File: src/rtl/uart_tx_arb.sv
// uart_tx_arb: round-robin arbiter that sequences NREQ byte sources onto one UART transmitter.
// Optional macro UART_TX_ARB_TIMEOUT_EN adds the WAIT_BUSY timeout and the sticky err_timeout_o flag.
`timescale 1ns/1ps
module uart_tx_arb #(
  parameter int NREQ    = 4,
  parameter int BUSY_TO = 15
) (
  input  logic              clk,
  input  logic              rst_n,
  input  logic [NREQ-1:0]   req_i,
  input  logic [NREQ*8-1:0] req_data_i,
  output logic [NREQ-1:0]   ack_o,
  output logic [7:0]        tx_din_o,
  output logic              tx_first_o,
  input  logic              tx_done_i,
  output logic              busy_o,
  output logic              err_timeout_o,
  input  logic              err_clr_i
);

  localparam int PW = (NREQ > 1) ? $clog2(NREQ) : 1;

  typedef enum logic [2:0] {IDLE, ISSUE, WAIT_BUSY, WAIT_DONE, ACK} state_t;

  state_t          state_q;
  logic [PW-1:0]   rr_ptr_q;
  logic [PW-1:0]   win_q;
  logic [PW-1:0]   win_d;
  logic [7:0]      din_d;
  logic [7:0]      tx_din_q;
  logic [NREQ-1:0] ack_q;
  logic            tx_first_q;
  logic            busy_q;

  function automatic logic [PW-1:0] wrap_inc(input logic [PW-1:0] p);
    return (int'(p) == NREQ - 1) ? '0 : p + 1'b1;
  endfunction

  // Scan downward so the lowest offset from rr_ptr_q is the last (winning) assignment.
  always_comb begin
    win_d = '0;
    for (int i = NREQ - 1; i >= 0; i--) begin
      if (req_i[(int'(rr_ptr_q) + i) % NREQ]) win_d = PW'((int'(rr_ptr_q) + i) % NREQ);
    end
  end

  assign din_d = req_data_i[int'(win_d)*8 +: 8];

`ifdef UART_TX_ARB_TIMEOUT_EN
  logic [7:0] to_cnt_q;
  logic       err_q;
  assign err_timeout_o = err_q;
`else
  logic unused_err_clr;
  assign unused_err_clr = err_clr_i;
  assign err_timeout_o  = 1'b0;
`endif

  always_ff @(posedge clk or negedge rst_n) begin
    if (!rst_n) begin
      state_q    <= IDLE;
      rr_ptr_q   <= '0;
      win_q      <= '0;
      tx_din_q   <= '0;
      ack_q      <= '0;
      tx_first_q <= 1'b0;
      busy_q     <= 1'b0;
`ifdef UART_TX_ARB_TIMEOUT_EN
      to_cnt_q   <= '0;
      err_q      <= 1'b0;
`endif
    end else begin
      ack_q      <= '0;
      tx_first_q <= 1'b0;
`ifdef UART_TX_ARB_TIMEOUT_EN
      // A timeout set later in this block overrides the clear.
      if (err_clr_i) err_q <= 1'b0;
`endif
      case (state_q)
        IDLE: begin
          if (|req_i && tx_done_i) begin
            win_q    <= win_d;
            tx_din_q <= din_d;
            busy_q   <= 1'b1;
            state_q  <= ISSUE;
          end
        end
        ISSUE: begin
          tx_first_q <= 1'b1;
          state_q    <= WAIT_BUSY;
`ifdef UART_TX_ARB_TIMEOUT_EN
          to_cnt_q   <= '0;
`endif
        end
        WAIT_BUSY: begin
          if (!tx_done_i) state_q <= WAIT_DONE;
`ifdef UART_TX_ARB_TIMEOUT_EN
          else if (to_cnt_q == 8'(BUSY_TO - 1)) begin
            err_q    <= 1'b1;
            ack_q    <= NREQ'(1) << win_q;
            rr_ptr_q <= wrap_inc(win_q);
            state_q  <= ACK;
          end else begin
            to_cnt_q <= to_cnt_q + 8'd1;
          end
`endif
        end
        WAIT_DONE: begin
          if (tx_done_i) begin
            ack_q    <= NREQ'(1) << win_q;
            rr_ptr_q <= wrap_inc(win_q);
            state_q  <= ACK;
          end
        end
        ACK: begin
          busy_q  <= 1'b0;
          state_q <= IDLE;
        end
        default: state_q <= IDLE;
      endcase
    end
  end

  assign ack_o      = ack_q;
  assign tx_din_o   = tx_din_q;
  assign tx_first_o = tx_first_q;
  assign busy_o     = busy_q;

endmodule

File: config.mk
export PLATFORM = sky130hd
export DESIGN_NAME = uart_tx_arb
export DESIGN_NICKNAME = d
export VERILOG_FILES = /design/src/rtl/uart_tx_arb.sv
export SDC_FILE = /design/constraint.sdc
export NUM_CORES = 1
export LEC_CHECK = 0
export CELL_PAD_IN_SITES_DETAIL_PLACEMENT = 1
export CELL_PAD_IN_SITES_GLOBAL_PLACEMENT = 1
export CORE_MARGIN = 3
export CORE_UTILIZATION = 28
export DETAILED_ROUTE_END_ITERATION = 16
export MAX_ROUTING_LAYER = met4
export PLACE_DENSITY_LB_ADDON = 0.1
export SLEW_MARGIN = 20
export SYNTH_ARGS = -nofsm -noshare
export SYNTH_HDL_FRONTEND = slang
export SYNTH_SLANG_ARGS = --single-unit
export TNS_END_PERCENT = 5
File: constraint.sdc
create_clock -name clk -period 1.6 [get_ports clk]
set_clock_uncertainty 0.15 [all_clocks]
set_input_delay 0.32 -clock clk [delete_from_list [all_inputs] [get_ports clk]]
set_output_delay 0.32 -clock clk [all_outputs]
set_load 0.005 [all_outputs]
==> reports/metrics.csv, run 1 <==
metric,value,unit
Max VDD drop,0.977,mV
Netlist cell types,32,
Hold Crit Class,in -> reg,
initial antenna violation count,0,
CTS max path bufs,2,
cts hold-fix bufs,0,
WP data arrival,1.68,ns
1st-iter DRT viols,23,
synthesis warning total,0,
fill cell count,431,
Critical Path RT,1.60,ns
RSZ-0062 raised after global routing,yes,
syn_nets,150,
routability cong.,0.724,
Reg power frac,0.283,
Cells after Synth,106,
kind of critical path,reg -> reg,
Clock Power Share,0.115,
Final Hold Vio Count,0,
worst r2r src,rr_ptr_q[0],
worst skew pair latency,0.27,ns
Post-Syn Area,1210,um^2
Die Wd,71.7,um
n_diodes,0,
HP Start,tx_done_i,
crit path launch type,flip-flop,
DRC Markers,0,
"commonest non-fill, non-tap cell in the layout",clkdlybuf4s50_1,
Sw Ratio,0.359,
number of global-route vias before repair,1190,
Non-Filler Instances,228,
total gr overflow,0,
"Avg Cell Area, Syn",11.4,um^2
CTS Buf Count,3,
H-tree Lvls,1,
drt via density,4.74,
"Max stage delay cell, worst path",dfrtp_1,
fin area,2190,um^2
clock slew at reported path FFs,0.08,ns
met3 wire length,167,um
fin nets,223,
Wirelength per Cell,16.4,um
CTS tree,yes,
Initial Utilization,0.296,
Root Buffer,clkbuf_8,
status,finished with violations,
Top Layer Used,met4,
global-route wire length before repair,6160,um
chip height,71.7,um
Crit Path Max Fanout,5,
Placed Area,1870,um^2
setup ws final,-0.0844,ns
most frequent cells in the layout,"clkdlybuf4s50_1 (36), dfrtp_1 (20), buf_4 (18)",
met1 wire length,1410,um
NetSw,1120,uW
post-synthesis sequential area ratio,0.434,
Cells after DPL,217,
Port Buffer Count,52,
via count,1081,
num ports,55,
final period utilization,1.05,
post-route ant nets,0,
GRT Overall Usage,0.161,
final setup vio count,8,
Area growth syn-to-layout,81.4,%
total clock sinks,21,
violated checks,setup timing,
Final HPWL DP,2710,um
die area,5150,um^2
Max Slew Vio Count,0,
met2 wire length,2100,um
crit-path max cell delay,0.41,ns
Place WS,-0.624,ns
num rows,23,
core region area,4090,um^2
CP Cell Sequence,nor2b_2 -> nor3_2 -> o22ai_4 -> buf_8 -> mux2i_4 -> o221ai_2,
Critical Path Sink Type,flip-flop,
share of layout cells above drive strength 1,0.376,
Final Total Pwr,3120,uW
Detailed Routing Iterations Pass 1,4,
Leak,0.000973,uW
Logic pwr share,0.602,
min Tclk post-route,1.68,ns
Yosys reg bits,21,
crit path launch,rr_ptr_q[0],
P per Cell Area,1420,nW/um^2
fmax,0.594,GHz
max cap viols,0,
Pint,2000,uW
maximum number of pins on one net before global-route repair,22,
final WL,3730,um
-- critical path, delay by kind of cell, from the launching register on --
family | cells | cell delay [ns]
flip-flops | 1 | 0.41
AO/OA/AOI/OAI | 2 | 0.31
AND/OR/NAND/NOR | 2 | 0.24
multiplexers | 1 | 0.24
buffers and inverters | 1 | 0.21
-- final cells by class --
cell class	count	area [um^2]	area share
timing repair buffer	74	721	0.328
inverter	5	18.8	0.00855
multi-input combinational	74	821	0.374
sequential	21	527	0.240
clock buffer	4	45.0	0.0205
tap	50	62.6	0.0285
-- timing repair --
action                                 in CTS  in global routing
cloned                                      2                  0
pin swaps                                  11                  8
resized for setup                          49                 17
buffers inserted                            4                  4
endpoints found under the hold margin       0                  0
setup endpoints to repair                  18                 13
-- worst paths after layout --
| check | to | slack, ns | cells after the start |
|---|---|---|---|
| setup / recovery | tx_din_o[6] | -0.08 | 6 |
| hold / removal | state_q[0] | 0.23 | 3 |
| setup reg to reg | tx_din_o[6] | -0.08 | 6 |
| hold reg to reg | tx_din_o[3] | 0.34 | 2 |
| max in group asynchronous | rr_ptr_q[1] | 0.80 | 2 |
| min in group asynchronous | state_q[1] | 0.25 | 2 |
-- flip-flops by register name, indices dropped and copies added, names as in the netlist --
| register | cells |
|---|---|
| tx_din_o | 8 |
| ack_o | 4 |
| state_q | 3 |
| rr_ptr_q | 2 |
| win_q | 2 |
| busy_o | 1 |
| tx_first_o | 1 |
-- cell usage after synthesis --
library cell	number	area (um^2)
and2b_1	1	7.51
or2_1	1	6.26
buf_6	3	33.8
buf_4	1	7.51
and2_1	5	31.3
nand2_1	13	48.8
o21ai_0	4	20.0
nand2b_2	1	8.76
nand3_1	1	5.00
a31oi_1	1	6.26
clkbuf_8	1	13.8
inv_1	4	15.0
nor2b_1	1	6.26
o221ai_2	8	120
nor2_1	4	15.0
inv_2	1	3.75
nand3_2	1	10.0
a21oi_1	3	15.0
nor2_2	1	6.26
dfrtp_1	21	526
or4_4	1	11.3
ha_1	4	50.1
conb_1	1	3.75
a221oi_2	1	15.0
o22ai_1	1	6.26
mux2i_1	16	160
or2_4	1	8.76
nand2b_1	1	6.26
nor3b_1	1	7.51
buf_8	1	15.0
a2bb2o_1	1	10.0
nor3_2	1	10.0
-- logic make-up (layout without fill, tap and decap cells) --
| group | Yosys count | after routing | share of synthesized area |
|---|---|---|---|
| flops | 21 | 21 | 0.434 |
| compound gates | 19 | 19 | 0.159 |
| mux | 16 | 16 | 0.132 |
| fa+ha+maj | 4 | 4 | 0.0414 |
| simple gates | 34 | 34 | 0.156 |
| buf+inv | 11 | 83 | 0.0734 |
| other cells | 1 | 1 | 0.00310 |
-- power by group through the flow --
stage	clock network (uW)	registers [uW]	logic [uW]
3_3_place_gp	0	879	1380
6_report	358	884	1880
2_1_floorplan	0	877	783
3_5_place_dp	0	890	1430
4_1_cts	374	880	1940
5_1_grt	401	916	2050
-- layer usage --
| metal | global-route usage | up-vias |
|---|---|---|
| met1 | 0.182 | 531 |
| met2 | 0.280 | 24 |
| met5 | - | - |
| met4 | 0.0564 | 0 |
| met3 | 0.0351 | 5 |
| li1 | - | 521 |
-- stage by stage --
| step | setup TNS [ns] | util | hold slack [ns] |
|---|---|---|---|
| after floorplan | -0.386 | - | -0.126 |
| after global placement | -6.28 | 0.458 | 0.324 |
| after detailed placement | -6.95 | 0.458 | 0.331 |
| after CTS | -1.49 | 0.530 | 0.264 |
| after global routing | -1.29 | 0.537 | 0.245 |
| final | -0.660 | 0.537 | 0.228 |
No activity file was read; power rests on OpenSTA's default activity.
==> run 2, diff against run 1 <==
Settings changed: CORE_ASPECT_RATIO set to 1.1.
==> run 2 against run 1 <==
The flow still finishes with violations (setup timing). Critical path type is now in -> reg. Sequential power down 2%. Flip-flop and latch count unchanged. Critical path depth up 1.
==> reports/metrics.csv, run 2 (same netlist as run 1, synthesis figures left out) <==
metric,value,unit,change
number of global-route vias before repair,1212,,was 1190
worst skew pair latency,0.26,ns,was 0.27 ns
WP data arrival,1.74,ns,was 1.68 ns
CTS tree,yes,,unchanged
final period utilization,1.07,,was 1.05
Max VDD drop,0.463,mV,was 0.977 mV
Critical Path RT,1.63,ns,was 1.60 ns
status,finished with violations,,unchanged
Root Buffer,clkbuf_8,,unchanged
total gr overflow,0,,unchanged
clock slew at reported path FFs,0.08,ns,about the same
Crit path max-delay family,compound AO/OA/AOI/OAI gates,,was flip-flops
reg2reg setup slack,-0.11,ns,was -0.08 ns
crit path launch,req_i[2],,was rr_ptr_q[0]
Wirelength per Cell,15.4,um,was 16.4 um
violated checks,setup timing,,unchanged
cells on worst reg2reg path,7,,was 6
1st-iter DRT viols,24,,was 23
CTS Buf Count,3,,unchanged
Place WS,-0.664,ns,was -0.624 ns
Hold Crit Class,in -> async,,was in -> reg
worst hold margin,0.254,ns,was 0.228 ns
DRC Markers,0,,unchanged
kind of critical path,in -> reg,,was reg -> reg
Critical Path Sink Type,flip-flop,,unchanged
"commonest non-fill, non-tap cell in the layout",clkdlybuf4s50_1,,unchanged
Crit Path Max Fanout,5,,unchanged
Placed Area,1880,um^2,was 1870 um^2
CP Cell Sequence,dlygate4sd2_1 -> buf_4 -> a221oi_4 -> o22ai_4 -> buf_12 -> mux2i_4 -> o221ai_4,,was nor2b_2 -> nor3_2 -> o22ai_4 -> buf_8 -> mux2i_4 -> o221ai_2
crit path launch type,input pin,,was flip-flop
initial antenna violation count,0,,unchanged
crit-path max cell delay,0.28,ns,was 0.41 ns
worst r2r src,rr_ptr_q[1],,was rr_ptr_q[0]
P per Cell Area,1420,nW/um^2,about the same
num rows,24,,was 23
chip height,74.9,um,was 71.7 um
max cap viols,0,,unchanged
fmax,0.584,GHz,was 0.594 GHz
post-route ant nets,0,,unchanged
Port Buffer Count,52,,unchanged
share of layout cells above drive strength 1,0.362,,was 0.376
GRT Max-Usage Layer,met2,,unchanged
min Tclk post-route,1.71,ns,was 1.68 ns
Final HPWL DP,2410,um,was 2710 um
global-route wire length before repair,5620,um,was 6160 um
CP Buf/Inv Count,3,,was 1
GR Util met3,0.0373,,was 0.0351
Die Wd,68.7,um,was 71.7 um
Max Slew Vio Count,0,,unchanged
Crit path depth,7,,was 6
Crit Reg-Reg Endpoint,tx_din_o[2],,was tx_din_o[6]
GRT Overall Usage,0.157,,was 0.161
most frequent cells in the layout,"clkdlybuf4s50_1 (39), dfrtp_1 (21), buf_4 (14)",,"was clkdlybuf4s50_1 (36), dfrtp_1 (20), buf_4 (18)"
num ports,55,,unchanged
Leak,0.000930,uW,was 0.000973 uW
total clock sinks,21,,unchanged
H-tree Lvls,1,,unchanged
core region area,4050,um^2,was 4090 um^2
drt via density,4.65,,was 4.74
GRT met2 Usage,0.285,,was 0.280
routability cong.,0.680,,was 0.724
die area,5150,um^2,about the same
grt met1 use,0.162,,was 0.182
final WL,3530,um,was 3730 um
sequential cell area,526,um^2,was 527 um^2
Multi-input gate area,779,um^2,was 821 um^2
Final Hold Vio Count,0,,unchanged
"Max stage delay cell, worst path",dlygate4sd2_1,,was dfrtp_1
setup ws final,-0.113,ns,was -0.0844 ns
Initial Utilization,0.298,,was 0.296
RSZ-0062 raised after global routing,yes,,unchanged
CTS max path bufs,2,,unchanged
maximum number of pins on one net before global-route repair,22,,unchanged
Area growth syn-to-layout,78.1,%,was 81.4%
fin nets,222,,was 223
max reg flops,8,,unchanged
fill cell count,443,,was 431
Detailed Routing Iterations Pass 1,4,,unchanged
final setup vio count,9,,was 8
via count,1064,,was 1081
cts hold-fix bufs,0,,unchanged
Final Util,0.531,,was 0.537
Critical Path Sink,tx_din_o[2],,was tx_din_o[6]
n_diodes,0,,unchanged
fin area,2150,um^2,was 2190 um^2
-- run 2: changes by cell type in the layout (fill, tap and decap cells not counted), sizes merged --
cell,before,now
dlymetal6s2s,4,2
dlygate4sd2,10,9
clkdlybuf4s15,2,0
clkdlybuf4s50,36,39
clkbuf,4,5
-- run 2: area by class of cell --
type	count	share of cell area
Multi-Input combinational cell	74	0.362
Timing Repair Buffer	73	0.333
Sequential cell	21	0.244
Tap cell	52	0.0302
Clock buffer	4	0.0209
Inverter	5	0.00987
-- run 2: stage by stage --
stage | cells | setup TNS (ns) | total power, uW
after floorplan | 106 | -0.386 | 1660
after global placement | 220 | -6.27 | 2270
after detailed placement | 220 | -6.62 | 2310
after CTS | 231 | -1.52 | 3150
after global routing | 229 | -1.39 | 3320
final | 229 | -0.725 | 3060
-- run 2: report_power, final --
group | internal (uW) | leakage (uW) | switching [uW]
logic | 1060 | 0.000642 | 776
clock network | 177 | 0.0000228 | 176
registers | 733 | 0.000266 | 137
total | 1970 | 0.000930 | 1090
-- run 2: worst min path at each step --
stage           startpoint          end  slack [ns]  cells past startpoint
2_1_floorplan        rst_n     ack_o[0]       -0.13                      0
3_3_place_gp   tx_din_o[3]  tx_din_o[3]        0.32                      2
3_5_place_dp   tx_din_o[7]  tx_din_o[7]        0.33                      2
4_1_cts              rst_n     ack_o[0]        0.27                      2
5_1_grt              rst_n       busy_o        0.29                      2
6_report             rst_n   tx_first_o        0.25                      2
-- run 2: metal layers --
layer | part of all wire | up-vias
met2 | 0.55 | 38
met4 | 0.0062 | 0
li1 | - | 514
met3 | 0.071 | 2
met1 | 0.37 | 510
met5 | 0 | -
-- run 2: repair_timing --
action	CTS	global route
pin swaps	11	7
endpoints found under the setup margin	17	12
setup buffers	5	0
gates resized for setup	45	15
cloned	2	0
